`src/rtl/usb_pkg.sv`:
```
// Shared FT245 link definitions for usb_output and usb_input: FSM state encoding and bus timing defaults.
package usb_pkg;

  typedef enum logic [2:0] {
    IDLE    = 3'd0,
    SETUP   = 3'd1,
    STROBE  = 3'd2,
    HOLD    = 3'd3,
    RECOVER = 3'd4
  } usb_state_e;

  localparam int FT_DATA_W         = 8;
  localparam int FT_DEPTH          = 16;
  localparam int FT_WR_CYCLES      = 2;
  localparam int FT_RECOVER_CYCLES = 4;
  localparam int FT_CNT_W          = 8;

endpackage

```
`src/rtl/usb_output_byte_fifo.sv`:
```
// Synchronous byte FIFO with first-word fall-through; pointers carry one extra wrap bit.
module byte_fifo #(
  parameter int DEPTH = 16,
  parameter int WIDTH = 8
) (
  input  logic             clock,
  input  logic             reset_b,
  input  logic             push,
  input  logic             pop,
  input  logic [WIDTH-1:0] din,
  output logic [WIDTH-1:0] dout,
  output logic             full,
  output logic             empty
);

  localparam int AW = $clog2(DEPTH);
  localparam logic [AW:0] PTR_ONE = (AW+1)'(1);

  logic [AW:0]      r_wr_ptr;
  logic [AW:0]      r_rd_ptr;
  logic [WIDTH-1:0] r_mem [DEPTH];
  logic             w_do_push;
  logic             w_do_pop;

  assign full      = (r_wr_ptr[AW] != r_rd_ptr[AW]) && (r_wr_ptr[AW-1:0] == r_rd_ptr[AW-1:0]);
  assign empty     = (r_wr_ptr == r_rd_ptr);
  assign w_do_push = push & ~full;
  assign w_do_pop  = pop & ~empty;
  assign dout      = r_mem[r_rd_ptr[AW-1:0]];

  always_ff @(posedge clock) begin
    if (w_do_push) r_mem[r_wr_ptr[AW-1:0]] <= din;
  end

  always_ff @(posedge clock or negedge reset_b) begin
    if (!reset_b) begin
      r_wr_ptr <= '0;
      r_rd_ptr <= '0;
    end else begin
      if (w_do_push) r_wr_ptr <= r_wr_ptr + PTR_ONE;
      if (w_do_pop)  r_rd_ptr <= r_rd_ptr + PTR_ONE;
    end
  end

endmodule

```
`src/rtl/usb_output.sv`:
```
// FT245 transmit side: byte FIFO, TXE# synchroniser and WR strobe sequencer.
// Define USB_OUTPUT_DEBUG_EN to add the state and sent_count debug ports.
module usb_output
  import usb_pkg::*;
#(
  parameter int DEPTH          = FT_DEPTH,
  parameter int WR_CYCLES      = FT_WR_CYCLES,
  parameter int RECOVER_CYCLES = FT_RECOVER_CYCLES
) (
  input  logic        clock,
  input  logic        reset_b,
  input  logic [7:0]  in,
  input  logic        newin,
  input  logic        hold,
  input  logic        rx_busy,
  output logic        full,
  output logic        empty,
  output logic        overflow,
  input  logic        txe_b,
  output logic        wr,
  output logic [7:0]  data_out,
  output logic        data_oe
`ifdef USB_OUTPUT_DEBUG_EN
  ,
  output logic [3:0]  state,
  output logic [15:0] sent_count
`endif
);

  localparam logic [FT_CNT_W-1:0] WR_LAST  = FT_CNT_W'(WR_CYCLES - 1);
  localparam logic [FT_CNT_W-1:0] REC_LAST = FT_CNT_W'(RECOVER_CYCLES - 1);
  localparam logic [FT_CNT_W-1:0] CNT_ONE  = FT_CNT_W'(1);

  usb_state_e          r_state;
  usb_state_e          w_state_next;
  logic [FT_CNT_W-1:0] r_cnt;
  logic                r_txe_s1;
  logic                r_txe_s2;
  logic                r_overflow;
  logic [7:0]          r_data_out;
  logic [7:0]          w_fifo_dout;
  logic                w_full;
  logic                w_empty;
  logic                w_txe_ok;
  logic                w_ready;
  logic                w_launch;

  byte_fifo #(
    .DEPTH (DEPTH),
    .WIDTH (FT_DATA_W)
  ) u_fifo (
    .clock   (clock),
    .reset_b (reset_b),
    .push    (newin),
    .pop     (w_launch),
    .din     (in),
    .dout    (w_fifo_dout),
    .full    (w_full),
    .empty   (w_empty)
  );

  // Synchroniser resets to "not ready" so nothing launches before TXE# is really seen low.
  always_ff @(posedge clock or negedge reset_b) begin
    if (!reset_b) begin
      r_txe_s1 <= 1'b1;
      r_txe_s2 <= 1'b1;
    end else begin
      r_txe_s1 <= txe_b;
      r_txe_s2 <= r_txe_s1;
    end
  end

  assign w_txe_ok = ~r_txe_s2;
  assign w_ready  = ~w_empty & w_txe_ok & ~hold & ~rx_busy;

  always_ff @(posedge clock or negedge reset_b) begin
    if (!reset_b) begin
      r_state <= IDLE;
      r_cnt   <= '0;
    end else begin
      r_state <= w_state_next;
      r_cnt   <= (w_state_next != r_state) ? '0 : r_cnt + CNT_ONE;
    end
  end

  // The last RECOVER clock doubles as the launch decision so back-to-back bytes take 1+WR+1+RECOVER clocks.
  always_comb begin
    w_state_next = r_state;
    w_launch     = 1'b0;
    case (r_state)
      IDLE: begin
        if (w_ready) begin
          w_launch     = 1'b1;
          w_state_next = SETUP;
        end
      end
      SETUP:  w_state_next = STROBE;
      STROBE: if (r_cnt == WR_LAST) w_state_next = HOLD;
      HOLD:   w_state_next = RECOVER;
      RECOVER: begin
        if (r_cnt == REC_LAST) begin
          if (w_ready) begin
            w_launch     = 1'b1;
            w_state_next = SETUP;
          end else begin
            w_state_next = IDLE;
          end
        end
      end
      default: w_state_next = IDLE;
    endcase
  end

  always_ff @(posedge clock or negedge reset_b) begin
    if (!reset_b) begin
      r_data_out <= '0;
      r_overflow <= 1'b0;
    end else begin
      if (w_launch)       r_data_out <= w_fifo_dout;
      if (newin & w_full) r_overflow <= 1'b1;
    end
  end

  assign wr       = (r_state == STROBE);
  assign data_oe  = (r_state == SETUP) || (r_state == STROBE) || (r_state == HOLD);
  assign data_out = r_data_out;
  assign full     = w_full;
  assign empty    = w_empty;
  assign overflow = r_overflow;

`ifdef USB_OUTPUT_DEBUG_EN
  logic [15:0] r_sent_count;

  always_ff @(posedge clock or negedge reset_b) begin
    if (!reset_b) begin
      r_sent_count <= '0;
    end else if (r_state == STROBE && w_state_next == HOLD) begin
      r_sent_count <= r_sent_count + 16'd1;
    end
  end

  assign state      = {1'b0, r_state};
  assign sent_count = r_sent_count;
`endif

endmodule

```
`config.mk`:
```
export PLATFORM = sky130hd
export DESIGN_NAME = usb_output
export DESIGN_NICKNAME = d
export VERILOG_FILES = /design/src/rtl/usb_pkg.sv /design/src/rtl/usb_output_byte_fifo.sv /design/src/rtl/usb_output.sv
export SDC_FILE = /design/constraint.sdc
export NUM_CORES = 1
export LEC_CHECK = 0
export ABC_AREA = 1
export BUFFER_PORTS_ARGS = -buffer_cell sky130_fd_sc_hd__buf_2
export CAP_MARGIN = 10
export CORE_MARGIN = 2
export CORE_UTILIZATION = 55
export CTS_CLUSTER_SIZE = 16
export DETAILED_ROUTE_END_ITERATION = 7
export GPL_ROUTABILITY_DRIVEN = 0
export GPL_TIMING_DRIVEN = 0
export PLACE_DENSITY_LB_ADDON = 0.08
export SYNTH_ARGS = -nofsm -noshare
export SYNTH_HDL_FRONTEND = slang
export SYNTH_HIERARCHICAL = 1
export SYNTH_SLANG_ARGS = --single-unit
```
`constraint.sdc`:
```
create_clock -name clock -period 2.15 [get_ports clock]
set_input_delay 0.43 -clock clock [delete_from_list [all_inputs] [get_ports clock]]
set_output_delay 0.43 -clock clock [all_outputs]
set_load 0.02 [all_outputs]
```
==> impl_metrics.yaml <==
floorplan:
  die-area_mm2: 0.0136
  die_x_um: 116
  rows: 41
  die_h_um: 116
  core_mm2: 0.0125
  start_util_pct: 55.8
  io-pin-count: 27
detailed_routing:
  vias: 4857
  drtAntennaViolNets: 0
  wl_per_cell_um: 17.7
  drtIter0Drc: 436
  drc: 0
  first_pass_iters: 5
  routed_via_density: 5.36
  finalWirelength_um: 16000
clock_network:
  cts-buffers-inserted: 17
  cts_hold_buf: 0
  clk_latency_ps: 430
  clock_path_buffers: 2
  numClockSinks: 160
  root_buffer: "clkbuf_16"
  cts_tree: "done"
  clkTransAtPathRegs_ps: 60
  cts_max_level: 4
global_route:
  grt_max_degree: 33
  antenna_found_initial: 0
  grt_pass1_vias: 4365
  grt_pass1_wl_um: 23700
  overflow: 0
  track_usage_pct: 24.7
timing:
  fin_crit_ps: 2090
  slew_headroom_pct: 53.0
  setup_violations: 0
  worst_clock_skew_ps: 7.09
  finalHoldViolations: 0
  tightest_slew_ps: 705
  drv_slew: 0
  holdWs_ps: 52.2
  fmaxAchievable_mhz: 478
  min_period_over_period_pct: 97.4
cells_and_area:
  antenna_cells: 0
  finalNonFillerCells: 907
  num-fill-cells: 988
  drive_gt1_share_pct: 17.7
  layout_commonest_cell: "nand2_1"
  layout_common_cells: "187 x nand2_1, 128 x edfxtp_1, 110 x nor2_1"
  area_growth_pct: 15.5
  final_core_util_pct: 64.4
  nets: 743
  seq_area_mm2: 0.00465
  multi_input_area_mm2: 0.00204
yosys:
  synth_top_family_by_area: "simple AND/OR/NAND/NOR gates"
  synth_cells: 667
  syn_area_per_cell_um2: 10.4
  ys_seq_area_share_pct: 66.8
  synth-compound-area-share_pct: 4.36
  yosys_warnings: 6
  synth_area_leader_cell: "edfxtp_1"
  ys_top_cells_by_area: "edfxtp_1 55%, dfrtp_1 11%, nand2_1 10%, nor2_1 6.1%, o21ai_0 3.6%"
  syn-cell-area_mm2: 0.00695
  synth_top_area_share_pct: 55.3
  synth_xor_area_share_pct: 1.26
  synth.distinct_cells: 34
  synthMuxAreaShare_pct: 0
  syn_nets: 688
  yosys.area_share.adder_pct: 1.26
  yosys.area_share.simple_pct: 22.0
  synth-seq-cells: 160
setup_path:
  path_cells: "buf_6 > inv_4 > nand2_1 > nand2_1 > nor2_4 > nand3_4 > inv_2 > buf_4"
  startpoint_type: "register"
  worst-r2r-setup-slack_ps: 80
  path_max_fanout: 7
  slowest_stage: "dfrtp_1"
  setup.worst_path.class: "register to primary output"
  ff2ff_path_depth: 9
  r2r_start: "u_fifo/r_rd_ptr[1]"
  critical-path-max-stage-delay_ps: 380
  rr_endpoint: "u_fifo/r_mem[12][1]"
  cp.arrival_ps: 1660
  cp.required_ps: 1720
  cp-end-kind: "primary output"
  worst_path_most_repeated_cell: "nand2_1"
pwr:
  p_leak_nw: 3.24
  pwr-share-clk_pct: 28.2
  combinationalPowerShare_pct: 34.3
  p_total_mw: 10.7
  power_density_mw_per_mm2: 1340
  seq_power_share_pct: 37.5
  internal_power_mw: 6.72
  swShare_pct: 37.4
  p_sw_mw: 4.02
  vdd_drop_max_mv: 0.790
place:
  hpwl_um: 10800
  dp_cells: 865
  io_buffers: 26
job:
  maxCapViolCount: 0
status:
  status: "finished clean"
hold_path:
  hold_class: "input pin to async pin"
==> critical path: cells and delay by family (launching register included) <==
kind | cells | cell delay, ps
flip-flops | 1 | 380
buffers and inverters | 4 | 430
AND/OR/NAND/NOR | 4 | 430
==> routing by layer <==
layer  wire length [um]  vias to the layer above  global-route usage (%)
met4                393                        0                    9.84
met1               6940                     2332                    34.7
met5                  0                        -                       0
met2               7550                      187                    38.1
li1                   -                     2312                       -
met3               1150                       26                    5.19
==> power groups by stage <==
stage / Sequential, mW / Combinational (mW) / Clock (mW)
floorplan: 4.11 / 2.31 / 0
global placement: 4.07 / 3.36 / 0
detailed placement: 4.08 / 3.41 / 0
CTS: 4.02 / 3.53 / 3.06
global route: 4.06 / 4.04 / 3.19
finish: 4.02 / 3.68 / 3.03
==> final cells by class <==
cell class,count,area share [%]
Sequential cell,160,58.0
Inverter,39,1.95
Clock buffer,17,5.30
Multi-Input combinational cell,443,25.4
Timing Repair Buffer,36,2.62
Tap cell,172,2.68
Buffer,25,1.79
Clock inverter,15,2.26
==> logic make-up after synthesis <==
kind of cell	count (synthesis)
and+or+nand+nor	367
adders and majority gates	7
AOI/OAI and AO/OA	59
buffers and inverters	64
DFF	160
xor gates and xnor gates	10
==> synthesized netlist by cell type, drive strengths merged <==
cell / instances
ha: 7
or2: 1
clkbuf: 7
dfstp: 2
nand3: 42
dfrtp: 30
o21ai: 56
nor3: 1
xor2: 8
clkinv: 2
nor2: 127
nand2: 194
inv: 37
o21a: 1
nand4: 1
and3: 1
o31ai: 1
buf: 18
xnor2: 2
edfxtp: 128
a21o: 1
==> flip-flops by register name, summed over array words and instances, names as in the netlist <==
register and cells:
data_out 8, overflow 1, r_cnt 8, r_state 3, r_txe_s1 1, r_txe_s2 1, u_fifo/r_mem 128, u_fifo/r_rd_ptr 5
u_fifo/r_wr_ptr 5
==> through the flow <==
step	setup WS, ps	area [um^2]	setup TNS (ps)
2_1_floorplan	228	6950	0
3_3_place_gp	-33.7	7300	-588
3_5_place_dp	-48.9	7300	-1090
4_1_cts	-27.5	7960	-376
5_1_grt	-26.5	8030	-65.1
6_report	56.2	8030	0
==> how the worst max path moves through the flow <==
stage | start | end | slack, ps | depth (start not counted)
floorplan | u_fifo/r_wr_ptr[0] | u_fifo/r_rd_ptr[2] | 230 | 14
global placement | u_fifo/r_rd_ptr[1] | u_fifo/r_mem[11][3] | -30 | 8
detailed placement | u_fifo/r_rd_ptr[1] | u_fifo/r_mem[11][5] | -50 | 8
CTS | u_fifo/r_rd_ptr[1] | u_fifo/r_mem[11][3] | -30 | 8
global route | u_fifo/r_rd_ptr[1] | full | -30 | 8
finish | u_fifo/r_rd_ptr[1] | full | 60 | 8
==> repair_timing <==
action,in CTS,in global routing
pin swaps,2,3
hold endpoints to repair,0,0
resized for setup,9,9
endpoints found under the setup margin,40,55
buffers inserted,3,7
Note: power is estimated with default switching activity, not from simulation.
